--- config.mk ---
export PLATFORM = sky130hd
export DESIGN_NAME = wfi_sleep_ctrl
export DESIGN_NICKNAME = d
export VERILOG_FILES = /design/src/rtl/lp_pkg.sv /design/src/rtl/sync2.sv /design/src/rtl/wfi_sleep_ctrl.sv
export SDC_FILE = /design/constraint.sdc
export NUM_CORES = 1
export LEC_CHECK = 0
export ABC_AREA = 0
export CAP_MARGIN = 20
export CELL_PAD_IN_SITES_DETAIL_PLACEMENT = 1
export CELL_PAD_IN_SITES_GLOBAL_PLACEMENT = 1
export CORE_ASPECT_RATIO = 0.7
export CORE_MARGIN = 5
export CORE_UTILIZATION = 33
export CTS_CLUSTER_SIZE = 16
export DETAILED_ROUTE_END_ITERATION = 6
export GPL_TIMING_DRIVEN = 0
export PLACE_DENSITY_LB_ADDON = 0.1
export SYNTH_ARGS = -nofsm -noshare
export SYNTH_HDL_FRONTEND = slang
export SYNTH_SLANG_ARGS = --single-unit
export TNS_END_PERCENT = 20
--- constraint.sdc ---
create_clock -name clk -period 1.85 [get_ports clk]
set_input_delay 0.185 -clock clk [delete_from_list [all_inputs] [get_ports clk]]
set_output_delay 0.185 -clock clk [all_outputs]
set_load 0.005 [all_outputs]
--- src/rtl/lp_pkg.sv ---
// lp_pkg: shared state encoding and default parameters for the
// low-power sequencer (wfi_sleep_ctrl) and its synchronizers.
package lp_pkg;

    typedef enum logic [2:0] {
        ST_RUN,
        ST_DRAIN,
        ST_SLEEP,
        ST_RELOCK,
        ST_SETTLE
    } lp_state_e;

    localparam int LP_SYNC_STAGES   = 2;
    localparam int LP_N_WAKE        = 4;
    localparam int LP_SETTLE_CYCLES = 16;
    localparam int LP_TIMEOUT_W     = 24;

endpackage

--- src/rtl/sync2.sv ---
// sync2: parameterized-width multi-flop synchronizer used for every
// asynchronous or core-clock input group entering the always-on domain.
module sync2
    import lp_pkg::*;
#(
    parameter int W = 1
) (
    input  logic         clk,
    input  logic         rst_n,
    input  logic [W-1:0] d,
    output logic [W-1:0] q
);

    logic [W-1:0] stage_q [LP_SYNC_STAGES];

    // Shift the raw input through the synchronizer chain
    always_ff @(posedge clk or negedge rst_n) begin
        if (!rst_n) begin
            for (int i = 0; i < LP_SYNC_STAGES; i++) begin
                stage_q[i] <= '0;
            end
        end else begin
            stage_q[0] <= d;
            for (int i = 1; i < LP_SYNC_STAGES; i++) begin
                stage_q[i] <= stage_q[i-1];
            end
        end
    end

    assign q = stage_q[LP_SYNC_STAGES-1];

endmodule

--- src/rtl/wfi_sleep_ctrl.sv ---
// wfi_sleep_ctrl: WFI sleep/wake sequencer on the always-on clock.
// Optional WFI_TIMEOUT_EN compiles in the forced-wake sleep timeout.
module wfi_sleep_ctrl
    import lp_pkg::*;
#(
    parameter int N_WAKE        = LP_N_WAKE,
    parameter int SETTLE_CYCLES = LP_SETTLE_CYCLES,
    parameter int TIMEOUT_W     = LP_TIMEOUT_W
) (
    input  logic                 clk,
    input  logic                 rst_n,
    input  logic                 wfi_req,
    input  logic                 mem_busy,
    input  logic [N_WAKE-1:0]    wake_src,
    input  logic [N_WAKE-1:0]    wake_mask,
    input  logic [TIMEOUT_W-1:0] sleep_timeout,
    input  logic                 pll_lock,
    output logic                 wfi,
    output logic                 core_stall,
    output logic                 wake_done,
    output logic [N_WAKE:0]      wake_cause
);

    localparam int SW = (SETTLE_CYCLES > 1) ? $clog2(SETTLE_CYCLES) : 1;
    localparam logic [SW-1:0] SETTLE_LAST = SW'(SETTLE_CYCLES - 1);

    logic              wfi_req_s;
    logic              mem_busy_s;
    logic              pll_lock_s;
    logic [N_WAKE-1:0] wake_src_s;
    logic [N_WAKE-1:0] wake_vec;
    logic              wake;
    logic              wfi_req_rise;
    logic              expire;
    logic              load_tmo;

    lp_state_e         state_q, state_d;
    logic              wfi_req_dly_q, wfi_req_dly_d;
    logic              mb_low_q, mb_low_d;
    logic [SW-1:0]     settle_cnt_q, settle_cnt_d;
    logic              wfi_q, wfi_d;
    logic              core_stall_q, core_stall_d;
    logic              wake_done_q, wake_done_d;
    logic [N_WAKE:0]   wake_cause_q, wake_cause_d;

    sync2 #(.W(3)) u_sync_ctl (
        .clk   (clk),
        .rst_n (rst_n),
        .d     ({wfi_req, mem_busy, pll_lock}),
        .q     ({wfi_req_s, mem_busy_s, pll_lock_s})
    );

    sync2 #(.W(N_WAKE)) u_sync_wake (
        .clk   (clk),
        .rst_n (rst_n),
        .d     (wake_src),
        .q     (wake_src_s)
    );

    assign wake_vec     = wake_src_s & wake_mask;
    assign wake         = |wake_vec;
    assign wfi_req_rise = wfi_req_s & ~wfi_req_dly_q;

`ifdef WFI_TIMEOUT_EN
    logic [TIMEOUT_W-1:0] tmo_cnt_q, tmo_cnt_d;

    // Timeout counter: loaded on SLEEP entry, counts down while asleep
    always_comb begin
        tmo_cnt_d = tmo_cnt_q;
        if (load_tmo) begin
            tmo_cnt_d = sleep_timeout;
        end else if (state_q == ST_SLEEP && tmo_cnt_q != '0) begin
            tmo_cnt_d = tmo_cnt_q - TIMEOUT_W'(1);
        end
    end

    // Timeout counter register
    always_ff @(posedge clk or negedge rst_n) begin
        if (!rst_n) begin
            tmo_cnt_q <= '0;
        end else begin
            tmo_cnt_q <= tmo_cnt_d;
        end
    end

    assign expire = (state_q == ST_SLEEP) && (sleep_timeout != '0)
                  && (tmo_cnt_q == TIMEOUT_W'(1));
`else
    logic unused_timeout;
    assign unused_timeout = ^{sleep_timeout, load_tmo};
    assign expire         = 1'b0;
`endif

    // Next-state and registered-output logic of the sleep sequencer
    always_comb begin
        state_d       = state_q;
        wfi_req_dly_d = wfi_req_s;
        mb_low_d      = mb_low_q;
        settle_cnt_d  = settle_cnt_q;
        wfi_d         = wfi_q;
        core_stall_d  = core_stall_q;
        wake_done_d   = 1'b0;
        wake_cause_d  = wake_cause_q;
        load_tmo      = 1'b0;
        unique case (state_q)
            ST_RUN: begin
                wfi_d        = 1'b0;
                core_stall_d = 1'b0;
                if (wfi_req_rise) begin
                    state_d      = ST_DRAIN;
                    core_stall_d = 1'b1;
                    mb_low_d     = 1'b0;
                end
            end
            ST_DRAIN: begin
                if (wake) begin
                    state_d      = ST_RUN;
                    core_stall_d = 1'b0;
                    wake_done_d  = 1'b1;
                    wake_cause_d = {1'b0, wake_vec};
                end else if (!mem_busy_s) begin
                    if (mb_low_q) begin
                        state_d  = ST_SLEEP;
                        wfi_d    = 1'b1;
                        load_tmo = 1'b1;
                    end else begin
                        mb_low_d = 1'b1;
                    end
                end else begin
                    mb_low_d = 1'b0;
                end
            end
            ST_SLEEP: begin
                if (wake || expire) begin
                    state_d      = ST_RELOCK;
                    wfi_d        = 1'b0;
                    wake_cause_d = {expire, wake_vec};
                end
            end
            ST_RELOCK: begin
                if (pll_lock_s) begin
                    state_d      = ST_SETTLE;
                    settle_cnt_d = '0;
                end
            end
            ST_SETTLE: begin
                if (settle_cnt_q == SETTLE_LAST) begin
                    state_d      = ST_RUN;
                    core_stall_d = 1'b0;
                    wake_done_d  = 1'b1;
                end else begin
                    settle_cnt_d = settle_cnt_q + SW'(1);
                end
            end
            default: begin
                state_d      = ST_RUN;
                wfi_d        = 1'b0;
                core_stall_d = 1'b0;
            end
        endcase
    end

    // Sequencer state and output registers; reset releases the core at once
    always_ff @(posedge clk or negedge rst_n) begin
        if (!rst_n) begin
            state_q       <= ST_RUN;
            wfi_req_dly_q <= 1'b0;
            mb_low_q      <= 1'b0;
            settle_cnt_q  <= '0;
            wfi_q         <= 1'b0;
            core_stall_q  <= 1'b0;
            wake_done_q   <= 1'b0;
            wake_cause_q  <= '0;
        end else begin
            state_q       <= state_d;
            wfi_req_dly_q <= wfi_req_dly_d;
            mb_low_q      <= mb_low_d;
            settle_cnt_q  <= settle_cnt_d;
            wfi_q         <= wfi_d;
            core_stall_q  <= core_stall_d;
            wake_done_q   <= wake_done_d;
            wake_cause_q  <= wake_cause_d;
        end
    end

    assign wfi        = wfi_q;
    assign core_stall = core_stall_q;
    assign wake_done  = wake_done_q;
    assign wake_cause = wake_cause_q;

endmodule

**Word level (Yosys, flattened, before mapping)**

Cells that the tools add are included.

- Add/sub/neg operators: 1
- Bitwise logic cells: 5
- Reduce and logical (&&, ||, !) cells: 13
- Mux-type cells: 26
- Equal/unequal tests: 16

Operators by type and width:

| operator | number |
|---|---|
| two-way mux 3 bit | 7 |
| inequality test 2 bit, second input constant | 8 |
| one-hot mux 3 bit (5 select lines) | 1 |
| two-way mux 1 bit | 11 |
| AND reduction 3 bit | 3 |
| two-way mux 4 bit | 2 |
| one-hot mux 4 bit (2 select lines) | 1 |
| equality test 3 x 2 -> 1 bit, second input constant | 2 |
| inequality test 3 bit, second input constant | 2 |
| AND reduction 6 bit | 1 |
| OR reduction 2 bit | 3 |
| AND reduction 5 bit | 1 |
| adder 4 x 1 -> 4 bit, second input constant | 1 |
| bitwise AND 4 bit | 1 |
| equality test 4 bit, second input constant | 1 |
| one-hot mux 1 bit (2 select lines) | 2 |
| one-hot mux 1 bit (4 select lines) | 1 |
| nonzero test 2 bit | 2 |
| OR reduction 4 bit | 1 |
| equality test 3 x 1 -> 1 bit, second input constant | 1 |
| equality test 3 bit, second input constant | 1 |
| logical NOT 3 bit | 1 |
| NOT 1 bit | 3 |
| one-hot mux 1 bit (3 select lines) | 1 |
| other kinds (3) | 3 |

- Register bits after elaboration: 30
- Bits of input ports: 37
- Word-level logic and storage cells: 73
- Output and inout port bits: 8

**Logic depth before layout (Yosys ltp)**

- Word-level depth: 4
- Depth in mapped cells: 4

**Cells and area by module**

A second synthesis with hierarchy kept.

- Cells, all modules: 106
- Area, all modules: 1,292.5 sq um

By module, submodules not included:

| module | cells each | times used | area an instance (sq um) |
|---|---|---|---|
| wfi_sleep_ctrl | 85 | 1 | 889.6 |
| sync2 at u_sync_wake | 12 | 1 | 230.2 |
| sync2 at u_sync_ctl | 9 | 1 | 172.7 |

**Least setup slack after synthesis**

OpenSTA, ideal clock, no wires.

- Path type: reg2reg
- Start point: register state_q[0]
- End point: register settle_cnt_q[3]
- Path buffers: 1
- Data arrival time: 1.282 ns
- Cell stages (with the launch flop): 5
- Path slack: 0.489 ns
- Data required time: 1.771 ns
- Cells stage by stage: dfrtp_1 buf_2 or3b_1 nor3_2 mux2i_1

- Cells in the longest elaborated chain, start to end: 3
- Elaborated cells on any way between the ends: 7
- Those cells by class: 4 x eq/ne; 1 x mux; 2 x reduce/logical

RTL lines:

| item | RTL line | source |
|---|---|---|
| from (decl) | wfi_sleep_ctrl.sv:37 | `lp_state_e state_q, state_d;` |
| from (signal assigned) | wfi_sleep_ctrl.sv:175 | `state_q <= state_d;` |
| equality test 3 bit / equality test 3 x 2 -> 1 bit (equally long branches) | wfi_sleep_ctrl.sv:105 | `unique case (state_q)` |
| inequality test 2 bit (no source line), or another cell as far along | -- |  |
| AND reduction 3 bit (no source line) | -- |  |
| to (signal assigned) | wfi_sleep_ctrl.sv:178 | `settle_cnt_q <= settle_cnt_d;` |
| to (decl) | wfi_sleep_ctrl.sv:40 | `logic [SW-1:0] settle_cnt_q, settle_cnt_d;` |

Parallel ways exist; a longest one is shown, timed or not.
A chain may end at the register's enable or synchronous reset.

**Worst setup path after layout**

- Start point: register u_sync_wake.stage_q (netlist bit u_sync_wake.q[2])
- End point: register state_q[1]

- Cells in the longest elaborated chain, start to end: 4
- Elaborated cells on any way between the ends: 8
- Those cells by class: 3 x eq/ne; 2 x mux; 1 x bitwise; 2 x reduce/logical

RTL lines:

| item | RTL line | source |
|---|---|---|
| from (decl) | sync2.sv:14 | `logic [W-1:0] stage_q [LP_SYNC_STAGES];` |
| from (signal, indexed assignment) | sync2.sv:25 | `stage_q[i] <= stage_q[i-1];` |
| bitwise AND 4 bit (*) | wfi_sleep_ctrl.sv:60 | `assign wake_vec = wake_src_s & wake_mask;` |
| OR reduction 4 bit (*) | wfi_sleep_ctrl.sv:61 | `assign wake = \|wake_vec;` |
| inequality test 3 bit (no source line), or another cell as far along | -- |  |
| AND reduction 6 bit (no source line) / one-hot mux 3 bit (5 select lines) (equally long branches) | -- |  |

Mark *: on every way between the ends. The rest lies on a longest branch, timed or not.

==> metrics.yaml <==
htree_levels: 2
yosys-top-cells-area: "dfrtp_1, a32o_1, mux2i_1, a21o_1, nand2_1"
gp_congestion: 0.7627
finalSetupViolCount: 0
period_share: 0.8353
rsz0062_at_grt: "false"
syn-cell-area_mm2: 0.001224
async_flop_share: 1.000
post-dp-hpwl_um: 1988
hold_buffers: 0
path_cells: "a22oi_1, a31oi_1, a311oi_1"
postRouteAntennaNets: 0
path_class: "reg -> reg"
period_minus_slack_ps: 1545
slew_headroom: 0.6280
ys.warnings.count: 0
antenna_cells: 0
io_buffer_count: 19
clk_pin_slew_worst_paths_ps: 60
hold_viol_final: 0
yosysTopAreaCellShare: 0.6135
startpoint: "u_sync_wake.q[2]"
die_y_um: 60.95
fin_tns_setup_ps: 0
drtIter0Drc: 28
tightest_slew_ps: 556.2
netlist_instances: 99
hold_slack_ps: 263.7
postCtsSetupBuffers: 0
seq_area_um2: 750.7
grt_overflow: 0
crit_path_top_delay_cell: "a22oi_1"
grt_pass1_wl_um: 4636
cp_max_fo: 6
antenna_found_initial: 0
core_mm2: 0.003558
synth_fp_nets: 137
layout.nets: 164
clock_latency_ps: 280
ctsResizeCount: 0
final_util: 0.4494
start_util: 0.3439
critPathCaptureType: "flip-flop"
cts_tree: "yes"
pwr_density_cell_mw_per_mm2: 1292
cpPeakStageDelay_ps: 490
num_rows: 18
fin_worst_skew_ps: 5.768
fmax_mhz: 647.1
hold_class: "in -> async"
grtUsageTotal: 0.1337
avgViaCountPerCell: 4.915
synthToLayoutAreaGrowth_pct: 30.67
avgSynthCellArea_um2: 12.36
ir_worst_vdd_v: 0.0005117
status: "finished, final reports clean"
ys_seq_area_frac: 0.6135
cp.arrival_ps: 1710
drv_cap: 0
yosys.cell_types.count: 39
rr_worst_depth: 3
crit_required_ps: 2020
wl_per_cell_um: 15.30
timing.rr.end: "state_q[1]"
yosys.area.top_type: "dfrtp_1"
first_global_vias: 948
r2r_start: "u_sync_wake.q[2]"
cts.sinks: 30
leakagePower_nw: 0.7031
die_area_mm2: 0.005045
vias: 870
ys_top_cells_by_count: "dfrtp_1, nand2_1, a21o_1, nor3_1"
fp.dieW_um: 82.78
multi_input_area_um2: 440.4
synth_ff_type: "dfrtp_1"
drive_gt1_frac: 0.1102
num-fill-cells: 395
wirelength_um: 2708
ios: 45
numCtsBuffers: 5
rrSetupSlack_ps: 300
route.detailed.drc: 0
clock-root-buffer: "clkbuf_8"
drtPass1Iterations: 4
grt_max_degree: 21
yosysMostFrequentCell: "dfrtp_1"
synth_enable_flop_cells: 0
clk_path_buf_depth: 2
ys_seq_elements: 30
drv_slew: 0
start_kind: "flip-flop"
==> through the flow <==
stage                     cells  cell area, µm²  setup WS, ps  total power [W]
after detailed placement    169            1504         83.98         0.001524
after global routing        177            1599         168.3         0.002202
after global placement      168            1476         78.32         0.001499
final                       177            1599         304.6         0.002067
after CTS                   177            1599         324.7         0.002097
after floorplan              99            1224         489.0         0.001253
==> layout by cell type, fill, tap and decap left out, types with 2 or more instances in the layout <==
cell type / count
a21o_1: 4
a21oi_1: 2
a22o_1: 2
a22oi_1: 2
a32o_1: 3
buf_2: 2
clkbuf_8: 6
clkdlybuf4s50_1: 19
dfrtp_1: 30
inv_1: 3
mux2i_1: 3
nand2_1: 6
nand3_1: 3
nand4b_1: 2
nor2_1: 3
nor2b_1: 3
nor3_1: 4
o211ai_1: 3
o21ai_0: 2
==> cells by family after synthesis <==
family                   after synthesis  share of synthesized area
adder cells (fa/ha/maj)                1                    0.01022
multiplexers                           3                    0.02454
XOR/XNOR                               1                   0.007159
other                                  1                   0.003065
AO/OA/AOI/OAI                         26                     0.1657
AND/OR/NAND/NOR                       30                     0.1493
buffers and inverters                  7                    0.02658
flip-flops                            30                     0.6135
==> worst max-delay path by stage <==
stage                                  to  slack, ps
after floorplan           settle_cnt_q[3]        490
after global placement         state_q[0]         80
after detailed placement       state_q[1]         80
after CTS                      state_q[1]        320
after global routing           state_q[1]        170
final                          state_q[1]        300
==> per-layer routing <==
| layer | track usage | wire length, µm |
|---|---|---|
| met1 | 0.1681 | 1342 |
| met2 | 0.1872 | 1172 |
| met3 | 0.06231 | 157 |
| met4 | 0.08159 | 36 |
| met5 | 0 | 0 |
==> power breakdown <==
group / internal, W / switching, W
logic: 0.000330 / 0.000304
clock network: 0.000298 / 0.000253
registers: 0.000782 / 0.0000989
==> sequential cells by signal, indices dropped and copies added (netlist names) <==
signal / count
wfi: 1
u_sync_ctl.q: 3
u_sync_wake.q: 4
state_q: 3
u_sync_ctl.stage_q: 3
wake_done: 1
core_stall: 1
u_sync_wake.stage_q: 4
mb_low_q: 1
wfi_req_dly_q: 1
settle_cnt_q: 4
wake_cause: 4
==> critical path, delay by kind of cell, from the launching register on <==
kind | cells | cell delay (ps)
compound gates | 3 | 1030
flops | 1 | 400
==> area by class of cell <==
class                      count  area share
buffer                         4     0.01330
clock buffer                   6     0.05164
clock inverter                 2    0.007825
inverter                       3    0.007042
multi-input combinational     62      0.2754
sequential                    30      0.4695
tap                           50     0.03912
timing repair buffer          20      0.1362
(Power assumes the default switching activity.)
